<file path="src/rtl/debounce_ce_gen.sv">
// Input conditioner: 2-flop synchroniser, tick prescaler and tick-sampled debounce FSM.
// Produces a clean level (dout), a periodic clock-enable strobe (tick) and edge pulses.
module debounce_ce_gen #(
    parameter int TICK_DIV   = 1000,
    parameter int STABLE_CNT = 4
) (
    input  logic clk,
    input  logic rst_n,
    input  logic en,
    input  logic din,
    output logic tick,
    output logic dout,
    output logic rise,
    output logic fall
);

    localparam int CW = (TICK_DIV > 1) ? $clog2(TICK_DIV) : 1;
    localparam int SW = $clog2(STABLE_CNT + 1);
    localparam logic [CW-1:0] CNT_MAX   = CW'(TICK_DIV - 1);
    localparam logic [SW-1:0] STAB_LAST = SW'(STABLE_CNT - 1);

    typedef enum logic [1:0] {S_LOW, S_RISE_CHK, S_HIGH, S_FALL_CHK} state_t;

    logic [1:0]    sync_q;
    logic          din_s;
    logic [CW-1:0] cnt;
    logic          wrap;
    logic [SW-1:0] stab, stab_nxt;
    state_t        state, state_nxt;
    logic          dout_nxt;

    assign din_s = sync_q[1];
    assign wrap  = en && (cnt == CNT_MAX);

    // Synchroniser runs regardless of en so din_s is fresh when en returns.
    always_ff @(posedge clk or negedge rst_n) begin
        if (!rst_n) sync_q <= '0;
        else        sync_q <= {sync_q[0], din};
    end

    always_ff @(posedge clk or negedge rst_n) begin
        if (!rst_n) begin
            cnt  <= '0;
            tick <= 1'b0;
        end else begin
            tick <= wrap;
            if (en) cnt <= wrap ? '0 : cnt + CW'(1);
        end
    end

    always_ff @(posedge clk or negedge rst_n) begin
        if (!rst_n) begin
            state <= S_LOW;
            stab  <= '0;
        end else begin
            state <= state_nxt;
            stab  <= stab_nxt;
        end
    end

    // The FSM only moves on the same edge that raises tick.
    always_comb begin
        state_nxt = state;
        stab_nxt  = stab;
        if (wrap) begin
            case (state)
                S_LOW: if (din_s) begin
                    if (STABLE_CNT == 1) state_nxt = S_HIGH;
                    else begin
                        state_nxt = S_RISE_CHK;
                        stab_nxt  = SW'(1);
                    end
                end
                S_RISE_CHK: begin
                    if (!din_s) begin
                        state_nxt = S_LOW;
                        stab_nxt  = '0;
                    end else if (stab == STAB_LAST) begin
                        state_nxt = S_HIGH;
                        stab_nxt  = '0;
                    end else begin
                        stab_nxt = stab + SW'(1);
                    end
                end
                S_HIGH: if (!din_s) begin
                    if (STABLE_CNT == 1) state_nxt = S_LOW;
                    else begin
                        state_nxt = S_FALL_CHK;
                        stab_nxt  = SW'(1);
                    end
                end
                S_FALL_CHK: begin
                    if (din_s) begin
                        state_nxt = S_HIGH;
                        stab_nxt  = '0;
                    end else if (stab == STAB_LAST) begin
                        state_nxt = S_LOW;
                        stab_nxt  = '0;
                    end else begin
                        stab_nxt = stab + SW'(1);
                    end
                end
                default: begin
                    state_nxt = S_LOW;
                    stab_nxt  = '0;
                end
            endcase
        end
    end

    // Outputs are decoded from the next state so the pulses line up with the dout edge.
    always_comb begin
        dout_nxt = (state_nxt == S_HIGH) || (state_nxt == S_FALL_CHK);
    end

    always_ff @(posedge clk or negedge rst_n) begin
        if (!rst_n) begin
            dout <= 1'b0;
            rise <= 1'b0;
            fall <= 1'b0;
        end else begin
            dout <= dout_nxt;
            rise <= dout_nxt && !dout;
            fall <= !dout_nxt && dout;
        end
    end

endmodule

</file>
<file path="config.mk">
export PLATFORM = sky130hd
export DESIGN_NAME = debounce_ce_gen
export DESIGN_NICKNAME = d
export VERILOG_FILES = /design/src/rtl/debounce_ce_gen.sv
export SDC_FILE = /design/constraint.sdc
export NUM_CORES = 1
export LEC_CHECK = 0
export ABC_CLOCK_PERIOD_IN_PS = 4000
export BUFFER_PORTS_ARGS = -buffer_cell sky130_fd_sc_hd__buf_2
export CORE_MARGIN = 4
export CORE_UTILIZATION = 61
export DETAILED_ROUTE_END_ITERATION = 12
export GPL_TIMING_DRIVEN = 0
export PLACE_DENSITY = 0.81
export SLEW_MARGIN = 40
export SYNTH_ARGS = -nofsm -noshare
export SYNTH_HDL_FRONTEND = slang
export SYNTH_SLANG_ARGS = --single-unit
</file>
<file path="constraint.sdc">
create_clock -name clk -period 4 [get_ports clk]
set_clock_uncertainty 0.15 [all_clocks]
set_input_delay 0.6 -clock clk [delete_from_list [all_inputs] [get_ports clk]]
set_output_delay 0.6 -clock clk [all_outputs]
set_load 0.05 [all_outputs]
</file>
# After elaboration in Yosys (flattened, before gate mapping)
# Index checks and enable logic that the tools add are counted.
[word_totals]
out_inout_bits = 4
word_cells = 42
ff_bits = 21
in_bits = 4
[op_classes]
mux = 15
eq_ne = 9
addsub = 2
reduce_logical = 8
[op_table]
columns = ["op", "n"]
rows = [
  ["3-bit 2-to-1 mux", 5],
  ["2-bit 2-to-1 mux", 7],
  ["3-bit case mux with 4 select lines", 1],
  ["10-bit by 1-bit adder with 10-bit output, second input constant", 1],
  ["10-bit == test, second input constant", 1],
  ["10-bit 2-to-1 mux", 1],
  ["2-bit == test, second input constant", 4],
  ["2-bit case mux with 4 select lines", 1],
  ["2-bit != test, second input constant", 2],
  ["3-bit by 1-bit adder with 3-bit output, second input constant", 1],
  ["3-bit by 2-bit == test with 1-bit output, second input constant", 1],
  ["1-bit logical AND", 3],
  ["3-bit AND reduction", 1],
  ["2-bit by 1-bit == test with 1-bit output, second input constant", 1],
  ["1-bit zero test", 2],
  ["2-bit zero test", 1],
  ["1-bit logical OR", 1],
]

# Depth between registers and ports, before layout
[logic_depth]
ltp_word = 9
ltp_mapped = 4

# Worst setup path before layout
# OpenSTA, ideal clock, no wires.
[synth_path]
path_type = "input -> register"
start = "in en"
end = "reg dout"
required_time_ps = 3723
stages = 4
arrival_time_ps = 1667
setup_ps = 127
setup_slack_ps = 2056
path_cell_list = "buf_2 nand4b_4 nor4_4 mux2_1"
[synth_via]
elab_chain_len = 4
elab_cells_between_ends = 5
classes_between = "eq/ne: 2; mux: 1; reduce/logical: 2"
[synth_rtl]
columns = ["element", "line", "text"]
rows = [
  ["from (decl)", "9", "input logic en,"],
  ["1-bit logical AND (*)", "33", "assign wrap = en && (cnt == CNT_MAX);"],
  ["2-bit 2-to-1 mux (*)", "65", "if (wrap) begin"],
  ["2-bit == test", "113", "dout_nxt = (state_nxt == S_HIGH) || (state_nxt == S_FALL_CHK);"],
  ["1-bit logical OR (*)", "113", ""],
  ["via dout_nxt", "30", "logic dout_nxt;"],
  ["to (signal assigned)", "122", "dout <= dout_nxt;"],
  ["to (decl)", "12", "output logic dout,"],
]
# Mark *: on every way through the listed nets, which the timed path passes. The rest lies on a longest branch.
# A chain may end at the register's enable or synchronous reset.

# Final worst setup path
[layout_path]
start = "reg cnt[0]"
end = "reg dout"
[layout_via]
elab_chain_len = 5
elab_cells_between_ends = 6
classes_between = "eq/ne: 3; mux: 1; reduce/logical: 2"
[layout_rtl]
columns = ["element", "line", "text"]
rows = [
  ["from (decl)", "26", "logic [CW-1:0] cnt;"],
  ["from (signal assigned)", "47", "if (en) cnt <= wrap ? '0 : cnt + CW'(1);"],
  ["10-bit == test (*)", "33", ""],
  ["1-bit logical AND (*)", "33", ""],
  ["2-bit 2-to-1 mux (*)", "65", ""],
  ["2-bit == test", "113", ""],
  ["1-bit logical OR (*)", "113", ""],
  ["via dout_nxt", "30", ""],
]
# Marked as above.

==> out/metrics.yaml <==
clock_network:
  cts-hold-fix-buffers: 0
  cts_max_level: 1
  cts-resized-gates: 0
  clk_path_buf_depth: 2
  clk_pin_slew_ns: 0.12
  postCtsSetupRepairBufs: 0
  root_buffer: "clkbuf_4"
  numCtsBuffers: 3
  cts_tree: "built"
  clock_latency_ns: 0.29
  clock_sinks: 21
critical_path:
  critPathSlowestCell: "nor4_4"
  end_kind: "flop"
  cp_num_buf_inv: 0
  cp-start-kind: "flop"
  rr_worst_depth: 4
  path_depth: 4
  crit_arrival_ns: 1.99
  startpoint: "cnt[0]"
  worst_path_largest_cell_delay_ns: 0.45
  criticalPathCategory: "flop to flop"
  critPathTopFamily: "simple AND/OR/NAND/NOR gates"
  cp.required_ns: 4.03
  r2r-start: "cnt[0]"
  critPathMaxFanout: 7
  crit_chain: "ha_1 > nand4b_4 > nor4_4 > mux2_1"
floorplanning:
  die_y_um: 49.4
  rows: 14
  initial_core_util: 0.669
  die_w_um: 49.4
  coreArea_um2: 1560
  io_pins: 8
  dieArea_um2: 2440
synthesis:
  syn-cell-area_um2: 1040
  synth_warnings: 0
  avgSynthCellArea_um2: 11.3
  synthMostInstantiatedCell: "dfrtp_1"
  netlist_instances: 92
  netlist_top_cells_count: "dfrtp_1 (21), nand2_1 (7), inv_1 (5), nand3_1 (5)"
  synth_area_leaders: "dfrtp_1 (50%), nand2_1 (2.5%), xnor2_1 (2.5%)"
  yosysSeqAreaShare: 0.504
  synth-seq-cells: 21
  yosys.area.top_type_share: 0.504
  synth_area_leader_cell: "dfrtp_1"
  synthFlopType: "dfrtp_1"
  synth_nets: 98
  synth.distinct_cells: 38
  async_flop_share: 1.00
  synth-edff-count: 0
grt:
  overflow: 0
  grt_pass1_wl_um: 2980
  grt_util_all_layers: 0.157
  grt_pass1_vias: 698
  grt_max_degree: 22
  antenna_found_initial: 0
final_layout:
  fillers: 108
  multi_input_area_um2: 489
  seqCellArea_um2: 526
  drive_gt1_frac: 0.176
  n_antenna_cell: 0
  final_area_um2: 1120
  nNetsFinal: 109
  fin_cells: 118
  area_growth_pct: 7.31
routing:
  drtIter0Drc: 13
  viasPerCell: 6.19
  ant_nets: 0
  vias: 730
  wirelength_um: 1770
  wl_per_cell_um: 15.0
  dr.pass1.iters: 4
  route.detailed.drc: 0
place:
  gp_congestion: 0.817
  dpl.hpwl_um: 1280
  portBuffers: 6
  placed_cells: 114
  dpl-instance-area_um2: 1090
sta:
  max_freq_ghz: 0.510
  slew_headroom: 0.607
  setup_viol: 0
  rsz0062_at_grt: "no"
  slew_viol_final: 0
  tightest_slew_ns: 0.575
  fin_tns_setup_ns: 0
  finalCritPeriodShare: 0.490
  post-route-min-period_ns: 1.96
  hold_violations: 0
pwr:
  p_leak_nw: 0.530
  p_per_area_nw_per_um2: 411
  worst_ir_drop_vdd_uv: 249
outcome:
  status: "finished, final reports clean"
job:
  drv_cap: 0
worst_hold_path:
  min_path_type: "input port to asynchronous set/reset pin"
==> worst paths after layout <==
path                             end  slack [ns]
max                             dout        2.04
min reg2reg                sync_q[1]        0.23
max in group asynchronous    stab[2]        3.30
min in group clk           sync_q[1]        0.23
min                           cnt[0]        0.08
max reg2reg                     dout        2.04
==> through the flow <==
step                      utilization  setup WS (ns)  hold WS, ns  total power [mW]
after global routing            0.718           1.92        0.111             0.486
after CTS                       0.718           2.02       0.0926             0.463
after global placement          0.701           1.96        0.183             0.358
final                           0.718           2.04       0.0813             0.461
after floorplan                     -           2.06        0.154             0.340
after detailed placement        0.701           1.91        0.213             0.365
==> cell usage in the layout, fill, tap and decap left out, types with 2 or more instances in the layout <==
cell type / synthesis / final
clkbuf_4: 0 / 3
or4_1: 2 / 2
buf_2: 2 / 8
inv_1: 5 / 5
mux2_1: 2 / 2
ha_1: 2 / 2
nand2b_1: 4 / 4
nand4_1: 2 / 2
xnor2_1: 3 / 3
nor2_1: 2 / 2
nand3_1: 5 / 5
a21oi_1: 4 / 4
nand2_1: 7 / 7
o21ai_0: 4 / 4
o31ai_1: 2 / 2
or3_1: 2 / 2
mux2i_1: 2 / 2
dfrtp_1: 21 / 21
==> state kept, by name (all words and copies together) (netlist names) <==
name    cells
fall        1
tick        1
dout        1
cnt        10
sync_q      2
rise        1
state       2
stab        3
==> power breakdown <==
part | switching (mW) | leakage, nW | internal (mW)
clock | 0.0596 | 0.0150 | 0.0387
sequential | 0.0352 | 0.263 | 0.238
combinational | 0.0489 | 0.251 | 0.0403
==> routing by layer <==
metal  routed length (um)  up-vias  global-route usage  part of all wire
li1                     -      364                   -                 -
met2                  876       15               0.277              0.49
met1                  818      349               0.190              0.46
met4                   13        0              0.0569            0.0073
met3                   64        2              0.0275             0.036
met5                    0        -                   0                 0
==> cells by family (layout without fill, tap and decap cells) <==
logic type               Yosys count  count (layout)  share of synthesized area
flip-flops                        21              21                      0.504
adder cells (fa/ha/maj)            2               2                     0.0240
buffers and inverters              7              17                     0.0276
AND/OR/NAND/NOR                   34              34                      0.239
AO/OA/AOI/OAI                     19              19                      0.121
XOR/XNOR                           4               4                     0.0336
multiplexers                       5               5                     0.0516
==> layout make-up <==
cell class,count,area share
clock buffers,4,0.0235
multi-input cells,64,0.437
flip-flops and latches,21,0.469
well taps,16,0.0179
inverters,5,0.0168
plain buffers,2,0.00894
repair buffers,6,0.0268
(Power assumes the default switching activity.)
